===== src/rtl/mem_map_uart_tx_pkg.sv =====
// Shared definitions for the memory-mapped UART transmitter.
//   - uart_state_e : transmitter FSM states (PARITY only when MEM_MAP_UART_PARITY_EN)
//   - register offsets and STATUS bit positions
//   - even_parity(): XOR of a data byte
// Optional build macro: MEM_MAP_UART_PARITY_EN (adds an even parity bit to each frame).
package mem_map_uart_tx_pkg;

`ifdef MEM_MAP_UART_PARITY_EN
    typedef enum logic [2:0] {
        IDLE   = 3'd0,
        START  = 3'd1,
        DATA   = 3'd2,
        PARITY = 3'd3,
        STOP   = 3'd4
    } uart_state_e;
    localparam logic UART_PARITY_PRESENT = 1'b1;
`else
    typedef enum logic [1:0] {
        IDLE  = 2'd0,
        START = 2'd1,
        DATA  = 2'd2,
        STOP  = 2'd3
    } uart_state_e;
    localparam logic UART_PARITY_PRESENT = 1'b0;
`endif

    localparam logic [7:0] UART_TXDATA_ADDR = 8'h00;
    localparam logic [7:0] UART_STATUS_ADDR = 8'h04;

    localparam int STAT_BUSY_BIT   = 0;
    localparam int STAT_FULL_BIT   = 1;
    localparam int STAT_EMPTY_BIT  = 2;
    localparam int STAT_OVF_BIT    = 3;
    localparam int STAT_COUNT_LSB  = 4;
    localparam int STAT_COUNT_MSB  = 7;
    localparam int STAT_PARITY_BIT = 8;

    function automatic logic even_parity(input logic [7:0] data);
        return ^data;
    endfunction

endpackage


===== src/rtl/mem_map_uart_tx_sync_fifo.sv =====
// Synchronous FIFO with first-word-fall-through output.
//   clk, rst (sync, active-low) ; push/din write side ; pop/dout read side
//   full, empty, count ($clog2(DEPTH)+1 bits)
// A push while full is accepted only when a pop happens on the same edge.
module sync_fifo #(
    parameter int WIDTH = 8,
    parameter int DEPTH = 4
) (
    input  logic                       clk,
    input  logic                       rst,
    input  logic                       push,
    input  logic                       pop,
    input  logic [WIDTH-1:0]           din,
    output logic [WIDTH-1:0]           dout,
    output logic                       full,
    output logic                       empty,
    output logic [$clog2(DEPTH):0]     count
);
    localparam int AW = $clog2(DEPTH);
    localparam int CW = AW + 1;

    logic [WIDTH-1:0] mem_q [DEPTH];
    logic [AW-1:0]    wr_ptr_q;
    logic [AW-1:0]    rd_ptr_q;
    logic [CW-1:0]    count_q;
    logic             do_push;
    logic             do_pop;

    assign empty   = (count_q == '0);
    assign full    = (count_q == CW'(DEPTH));
    assign count   = count_q;
    assign dout    = mem_q[rd_ptr_q];
    assign do_pop  = pop && !empty;
    assign do_push = push && (!full || do_pop);

    // Storage has no reset so it can map onto RAM resources.
    always_ff @(posedge clk) begin
        if (do_push) begin
            mem_q[wr_ptr_q] <= din;
        end
    end

    // Pointers are exactly AW bits wide, so they wrap modulo DEPTH.
    always_ff @(posedge clk) begin
        if (!rst) begin
            wr_ptr_q <= '0;
            rd_ptr_q <= '0;
            count_q  <= '0;
        end else begin
            if (do_push) wr_ptr_q <= wr_ptr_q + AW'(1);
            if (do_pop)  rd_ptr_q <= rd_ptr_q + AW'(1);
            if (do_push && !do_pop)      count_q <= count_q + CW'(1);
            else if (do_pop && !do_push) count_q <= count_q - CW'(1);
        end
    end

endmodule


===== src/rtl/mem_map_uart_tx.sv =====
// Memory-mapped UART transmitter (IO slot 1).
//   clk, rst (sync, active-low)
//   en, we, addr, wd : IO decoder slot select, write enable, offset, store data
//   rd               : register read data, zero when en=0
//   tx               : serial output, idle high
//   irq_empty        : FIFO empty and transmitter idle
// Registers: 0x00 TXDATA (write pushes wd[7:0]), 0x04 STATUS
//   {parity_present, count[3:0], overflow, empty, full, busy}.
// Optional build macro: MEM_MAP_UART_PARITY_EN (even parity bit between data and stop).
module mem_map_uart_tx
    import mem_map_uart_tx_pkg::*;
#(
    parameter int CLKS_PER_BIT = 4,
    parameter int FIFO_DEPTH   = 4
) (
    input  logic        clk,
    input  logic        rst,
    input  logic        en,
    input  logic        we,
    input  logic [31:0] wd,
    input  logic [7:0]  addr,
    output logic [31:0] rd,
    output logic        tx,
    output logic        irq_empty
);
    localparam int CNT_W = $clog2(CLKS_PER_BIT);
    localparam int FCW   = $clog2(FIFO_DEPTH) + 1;
    localparam logic [CNT_W-1:0] CNT_LAST = CNT_W'(CLKS_PER_BIT - 1);

    uart_state_e       state_q, state_d;
    logic [CNT_W-1:0]  clk_cnt_q, clk_cnt_d;
    logic [2:0]        bit_idx_q, bit_idx_d;
    logic [7:0]        shift_q, shift_d;
    logic              tx_q, tx_d;
    logic              overflow_q, overflow_d;
`ifdef MEM_MAP_UART_PARITY_EN
    logic              parity_q, parity_d;
`endif

    logic              wr_txdata;
    logic              wr_status;
    logic              fifo_pop;
    logic              fifo_full;
    logic              fifo_empty;
    logic [7:0]        fifo_dout;
    logic [FCW-1:0]    fifo_count;
    logic              bit_end;
    logic              load_frame;
    logic              unused_wd_bits;

    assign unused_wd_bits = ^wd[31:8];

    assign wr_txdata = en && we && (addr == UART_TXDATA_ADDR);
    assign wr_status = en && we && (addr == UART_STATUS_ADDR);

    sync_fifo #(
        .WIDTH (8),
        .DEPTH (FIFO_DEPTH)
    ) u_fifo (
        .clk   (clk),
        .rst   (rst),
        .push  (wr_txdata),
        .pop   (fifo_pop),
        .din   (wd[7:0]),
        .dout  (fifo_dout),
        .full  (fifo_full),
        .empty (fifo_empty),
        .count (fifo_count)
    );

    // A push into a full FIFO is lost unless the FSM pops on the same edge.
    // Set has priority over a software clear on the same edge.
    always_comb begin
        overflow_d = overflow_q;
        if (wr_status && wd[STAT_OVF_BIT]) overflow_d = 1'b0;
        if (wr_txdata && fifo_full && !fifo_pop) overflow_d = 1'b1;
    end

    assign bit_end = (clk_cnt_q == CNT_LAST);

    always_comb begin
        state_d    = state_q;
        clk_cnt_d  = clk_cnt_q;
        bit_idx_d  = bit_idx_q;
        shift_d    = shift_q;
        tx_d       = tx_q;
        load_frame = 1'b0;
`ifdef MEM_MAP_UART_PARITY_EN
        parity_d   = parity_q;
`endif
        if (state_q != IDLE) begin
            clk_cnt_d = bit_end ? '0 : clk_cnt_q + CNT_W'(1);
        end

        case (state_q)
            IDLE: begin
                clk_cnt_d = '0;
                if (!fifo_empty) load_frame = 1'b1;
            end
            START: begin
                if (bit_end) begin
                    state_d   = DATA;
                    bit_idx_d = 3'd0;
                    tx_d      = shift_q[0];
                end
            end
            DATA: begin
                if (bit_end) begin
                    if (bit_idx_q == 3'd7) begin
`ifdef MEM_MAP_UART_PARITY_EN
                        state_d = PARITY;
                        tx_d    = parity_q;
`else
                        state_d = STOP;
                        tx_d    = 1'b1;
`endif
                    end else begin
                        // Next bit is shift_q[1] because the shift lands this edge.
                        bit_idx_d = bit_idx_q + 3'd1;
                        shift_d   = shift_q >> 1;
                        tx_d      = shift_q[1];
                    end
                end
            end
`ifdef MEM_MAP_UART_PARITY_EN
            PARITY: begin
                if (bit_end) begin
                    state_d = STOP;
                    tx_d    = 1'b1;
                end
            end
`endif
            STOP: begin
                if (bit_end) begin
                    // Back-to-back frames: go straight to START when data waits.
                    if (!fifo_empty) begin
                        load_frame = 1'b1;
                    end else begin
                        state_d = IDLE;
                        tx_d    = 1'b1;
                    end
                end
            end
            default: begin
                state_d = IDLE;
                tx_d    = 1'b1;
            end
        endcase

        if (load_frame) begin
            state_d = START;
            shift_d = fifo_dout;
            tx_d    = 1'b0;
`ifdef MEM_MAP_UART_PARITY_EN
            parity_d = even_parity(fifo_dout);
`endif
        end
    end

    assign fifo_pop = load_frame;

    always_ff @(posedge clk) begin
        if (!rst) begin
            state_q    <= IDLE;
            clk_cnt_q  <= '0;
            bit_idx_q  <= '0;
            shift_q    <= '0;
            tx_q       <= 1'b1;
            overflow_q <= 1'b0;
`ifdef MEM_MAP_UART_PARITY_EN
            parity_q   <= 1'b0;
`endif
        end else begin
            state_q    <= state_d;
            clk_cnt_q  <= clk_cnt_d;
            bit_idx_q  <= bit_idx_d;
            shift_q    <= shift_d;
            tx_q       <= tx_d;
            overflow_q <= overflow_d;
`ifdef MEM_MAP_UART_PARITY_EN
            parity_q   <= parity_d;
`endif
        end
    end

    assign tx        = tx_q;
    assign irq_empty = fifo_empty && (state_q == IDLE);

    always_comb begin
        rd = '0;
        if (en && (addr == UART_STATUS_ADDR)) begin
            rd[STAT_BUSY_BIT]                  = (state_q != IDLE);
            rd[STAT_FULL_BIT]                  = fifo_full;
            rd[STAT_EMPTY_BIT]                 = fifo_empty;
            rd[STAT_OVF_BIT]                   = overflow_q;
            rd[STAT_COUNT_MSB:STAT_COUNT_LSB]  = 4'(fifo_count);
            rd[STAT_PARITY_BIT]                = UART_PARITY_PRESENT;
        end
    end

endmodule


===== config.mk =====
export PLATFORM = sky130hd
export DESIGN_NAME = mem_map_uart_tx
export DESIGN_NICKNAME = d
export VERILOG_FILES = /design/src/rtl/mem_map_uart_tx_pkg.sv /design/src/rtl/mem_map_uart_tx_sync_fifo.sv /design/src/rtl/mem_map_uart_tx.sv
export SDC_FILE = /design/constraint.sdc
export NUM_CORES = 1
export LEC_CHECK = 0
export CELL_PAD_IN_SITES_DETAIL_PLACEMENT = 0
export CELL_PAD_IN_SITES_GLOBAL_PLACEMENT = 2
export CORE_MARGIN = 2
export CORE_UTILIZATION = 32
export CTS_BUF_LIST = sky130_fd_sc_hd__clkbuf_2
export CTS_CLUSTER_SIZE = 16
export DETAILED_ROUTE_END_ITERATION = 10
export GPL_ROUTABILITY_DRIVEN = 0
export PLACE_DENSITY = 0.9
export SYNTH_ARGS = -nofsm -noshare
export SYNTH_HDL_FRONTEND = slang
export SYNTH_SLANG_ARGS = --single-unit

===== constraint.sdc =====
create_clock -name clk -period 3.25 [get_ports clk]
set_clock_uncertainty 0.2 [all_clocks]
set_input_delay 0.65 -clock clk [delete_from_list [all_inputs] [get_ports clk]]
set_output_delay 0.65 -clock clk [all_outputs]
set_load 0.02 [all_outputs]

### After elaboration in Yosys (flattened, before gate mapping)

Memory sizes are Yosys's and may differ from the RTL's. A register that Yosys moved wholly into a read port is not among the register bits.
Index checks and enable logic that the tools add are counted.

* register bits: 24
* bits in writable memories: 32
* bits of input ports: 44
* output and inout port bits: 34
* word-level logic and storage cells: 108
* memories kept: 1

* add/sub/neg operators: 6
* eq/ne operators: 19
* muxes and demuxes: 35
* bitwise logic cells: 1
* reduce and logical (&&, ||, !) cells: 36

Memory list
* u_fifo.mem_q: words 4, width 8, rd ports 1, clocked after Yosys merged registers in 1, write ports 1, RTL line mem_map_uart_tx_sync_fifo.sv:22 `logic [WIDTH-1:0] mem_q [DEPTH];`

Operators with widths (count)
* $mux 8: 4
* $mux 2: 8
* $mux 3: 5
* $ne 3x3->1 const B: 5
* $ne 2x2->1 const B: 7
* $mux 1: 13
* $logic_and 1x1->1: 12
* $reduce_and 6->1: 2
* $reduce_bool 2->1: 6
* $eq 8x3->1 const B: 1
* $logic_not 8->1: 1
* $mux 7: 1
* $add 2x1->2 const B: 3
* $add 3x1->3 const B: 2
* $eq 2x2->1 const B: 3
* $eq 3x3->1 const B: 2
* $pmux 2 s3: 1
* $pmux 3 s2: 1
* $logic_not 1->1: 5
* $reduce_and 5->1: 1
* $reduce_and 4->1: 1
* $reduce_bool 4->1: 1
* $reduce_or 2->1: 2
* $logic_not 3->1: 1
* 9 further kinds: 9

### Logic depth before layout (Yosys ltp)

* depth in word-level cells: 11
* mapped depth: 12

### Cells and area by module

From an unflattened synthesis, not the netlist that was laid out.

* cell total of the unflattened synthesis: 232
* area total of the unflattened synthesis: 2816.5 µm²

By module, submodules not included
* sync_fifo: times used 1, cells an instance 90, area each 1644.1 µm², seq. area each 1141.1 µm²
* mem_map_uart_tx: times used 1, cells an instance 142, area each 1172.4 µm², seq. area each 340.3 µm²

### Worst setup path before layout

No wires, ideal clock.

* kind: input port to flip-flop
* start: input addr[5]
* end: register u_fifo.count_q[2], in the netlist u_fifo.count[2]
* setup time: 0.076 ns
* data arrival time: 2.543 ns
* data required time: 2.974 ns
* setup slack: 0.431 ns
* stages: 9
* buffers on the path: 0
* cell sequence: nor4_2 nand3_1 a21oi_4 ha_1 inv_1 fa_1 xor2_1 or3_1 a21boi_0

* longest elaborated chain between the ends: 6
* elaborated cells between the ends (all ways): 8

RTL lines
* start, declared: RTL line mem_map_uart_tx.sv:21 `input logic [7:0] addr,`
* $logic_not 8->1 *: RTL line mem_map_uart_tx.sv:53 `assign wr_txdata = en && we && (addr == UART_TXDATA_ADDR);`
* $logic_and 1x1->1 *: RTL line mem_map_uart_tx.sv:53
* $logic_and 1x1->1 *: RTL line mem_map_uart_tx_sync_fifo.sv:34 `assign do_push = push && (!full || do_pop);`
* net u_fifo.do_push: RTL line mem_map_uart_tx_sync_fifo.sv:26 `logic do_push;`
* $logic_not 1->1: RTL line mem_map_uart_tx_sync_fifo.sv:53 `else if (do_pop && !do_push) count_q <= count_q - CW'(1);`
* $logic_and 1x1->1: RTL line mem_map_uart_tx_sync_fifo.sv:53
* $reduce_bool 2->1 (no line)
* end signal, assigned: RTL line mem_map_uart_tx_sync_fifo.sv:52 `if (do_push && !do_pop) count_q <= count_q + CW'(1);`
* end signal, assigned: RTL line mem_map_uart_tx_sync_fifo.sv:53
* end, declared: RTL line mem_map_uart_tx_sync_fifo.sv:25 `logic [CW-1:0] count_q;`

Mark *: on every way through the listed nets, which the timed path passes. The rest lies on a longest branch.
A chain may end at the register's enable or synchronous reset.

### Final worst setup path

* start: input addr[5]
* end: output rd[4]

* longest elaborated chain between the ends: 3

RTL lines
* $eq 8x3->1: RTL line mem_map_uart_tx.sv:191 `if (en && (addr == UART_STATUS_ADDR)) begin`
* $logic_and 1x1->1: RTL line mem_map_uart_tx.sv:191
* $mux 7: RTL line mem_map_uart_tx.sv:191
* end, declared: RTL line mem_map_uart_tx.sv:22 `output logic [31:0] rd,`

Every way passes these cells.

==> qor.yml <==
required_ns: 2.40
wl_mm: 4.94
num_rows: 34
hp-class: "flip-flop to flip-flop"
slew_headroom_pct: 36.5
cts_tree: "done"
dp_hpwl_mm: 3.40
grt_max_degree: 29
avgSynthCellArea_um2: 12.2
syn_inst: 237
dpl_cell_area_mm2: 0.00320
setup_violations: 0
yosys_warnings: 0
slowest_stage: "clkdlybuf4s50_1"
endpoint_kind: "output pin"
drt_iter0_markers: 51
cp_max_fo: 3
synth.largest_area_cell: "edfxtp_1"
fin_nets: 334
ir_drop_mv: 0.335
die_h_um: 99.0
max_freq_mhz: 317
period_share_pct: 97.0
holdWs_ns: 0.260
syn2layout_area_growth_pct: 16.0
yosysSeqAreaShare_pct: 51.3
clk_latency_ns: 0.48
via_per_inst: 4.55
antenna_found_initial: 0
yosys_most_used_dff: "edfxtp_1"
cts_made_buffers: 9
io_pins: 78
synth_edf_count: 32
syn_area_mm2: 0.00289
drt_drc_violations_left: 0
synth_async_sr_flop_share_pct: 0
synth_common_cells: "edfxtp_1, dfxtp_1, buf_4, nand3_1, ha_1"
synth-seq-cells: 58
cts-root-buf: "clkbuf_2"
criticalPathCategory: "input pin to output pin"
p_per_area_mw_per_mm2: 705
hold_viol_final: 0
die_area_mm2: 0.00980
tightest_slew_ns: 0.950
crit_top_cell: "buf_4"
instances_no_fill: 387
met2_usage_pct: 18.0
wire_per_inst_um: 12.8
io_buffer_count: 28
overflow: 0
h-tree-depth: 3
met3_usage_pct: 3.33
start_util_pct: 33.1
path_delay_family: "buffers and inverters"
cp_num_buf_inv: 4
diodes: 0
busiest_layer: "met2"
synth_cell_types: 50
cts_buffer_depth: 2
crit_arrival_ns: 2.30
grt_pass1_wl_mm: 8.14
drv_cap: 0
core_region_area_mm2: 0.00872
synthTopCellsByArea: "edfxtp_1, dfxtp_1, buf_4, ha_1, mux4_2"
use_met1_pct: 12.4
grt_pass1_vias: 1778
cp-start-kind: "input pin"
track_usage_pct: 10.7
clk_pin_slew_ns: 0.18
dp_cells: 368
die_x_um: 99.0
status: "completed"
synth_top_cell_area_share_pct: 33.3
drive_gt1_share_pct: 16.8
vias: 1759
synth.most_common_cell: "edfxtp_1"
cp_cell_sequence: "clkdlybuf4s50_1 > nor4_2 > nand4_1 > buf_4 > buf_4 > nor2_1 > clkdlybuf4s15_1"
p_leak_nw: 1.35
finalPower_mw: 2.36
fin_area_mm2: 0.00335
antenna_left: 0
clock-sinks: 58
period_minus_slack_ns: 3.15
firstDrtPassIters: 4
cpPeakStageDelay_ns: 0.41
slew_violations: 0
state kept, by name, indices dropped and copies added (netlist names), named ones only:
register and count:
bit_idx_q 3, overflow_q 1, u_fifo.rd_ptr_q 2, u_fifo.wr_ptr_q 2
shift_q 8, u_fifo.count 3, u_fifo.mem_q 32, tx 1
state_q 2, clk_cnt_q 2
metal layers:
layer	wire (um)	share of wire, %
met5	0	0
met1	2240	45
met2	2430	49
met3	177	3.6
met4	93	1.9
worst reg2reg max path, stage by stage (launching register included):
cell      delay [ns]
dfxtp_1         0.45
inv_1           0.13
ha_1            0.36
or2_2           0.35
a21oi_4         0.15
ha_1            0.18
inv_1           0.05
fa_1            0.37
xor2_1          0.16
or3_1           0.30
a21boi_0        0.15
kinds of logic after synthesis:
kind of cell             after synthesis  synth area share, %
buffers and inverters                 47                 9.84
multiplexers                          13                 7.98
adder cells (fa/ha/maj)               16                 7.20
AO/OA/AOI/OAI                         29                 8.45
other                                  1                0.130
XOR/XNOR                               3                0.910
flip-flops                            58                 51.3
AND/OR/NAND/NOR                       70                 14.2
final timing paths:
path,start,slack (ns),endpoint,cells after the start
worst max register to register,state_q[0]$_SDFFE_PN0P_,0.36,u_fifo.count[2]$_SDFFE_PN0P_,10
worst min register to register,clk_cnt_q[0]$_SDFFE_PP0N_,0.26,clk_cnt_q[0]$_SDFFE_PP0N_,1
worst min-delay path,clk_cnt_q[0]$_SDFFE_PP0N_,0.26,clk_cnt_q[0]$_SDFFE_PP0N_,1
worst max-delay path,addr[5],0.1,rd[4],7
where the power goes:
group | switching [mW] | leakage, nW | internal [mW] | total, mW
Combinational | 0.443 | 0.769 | 0.393 | 0.836
Sequential | 0.114 | 0.500 | 0.873 | 0.987
Clock | 0.285 | 0.0779 | 0.253 | 0.538
Total | 0.842 | 1.35 | 1.52 | 2.36
repair_timing:
item                                    4_1_cts  5_1_grt
hold buffers                                  0        0
buffers inserted                              2        1
pin swaps                                     1        1
gates resized for setup                       6       10
endpoints found under the setup margin        7        6
cell type report:
cell class              count  area, um2
clock buffers               9       45.0
clock inverters             7       93.8
fillers                   843       5370
inverters                  11       41.3
multi-input cells         156       1210
flip-flops and latches     58       1480
well taps                 108        135
repair buffers             38        342
per-stage QoR:
step / setup WS [ns] / utilization, % / TNS (ns)
floorplan: 0.431 / - / 0
global placement: -0.178 / 36.7 / -0.978
detailed placement: -0.189 / 36.7 / -1.01
CTS: 0.0331 / 38.4 / 0
global route: -0.00380 / 38.4 / -0.00380
finish: 0.0986 / 38.4 / 0
placed cells by master, fill, tap and decap left out, types with 10 or more instances in the layout:
cell	netlist	final
edfxtp_1	32	32
dfxtp_1	26	26
conb_1	1	25
clkdlybuf4s50_1	0	21
nand3_1	17	17
ha_1	15	15
nand2_1	14	14
clkbuf_2	0	12
inv_1	10	10
buf_4	25	10
Note: power is estimated with default switching activity, not from simulation.
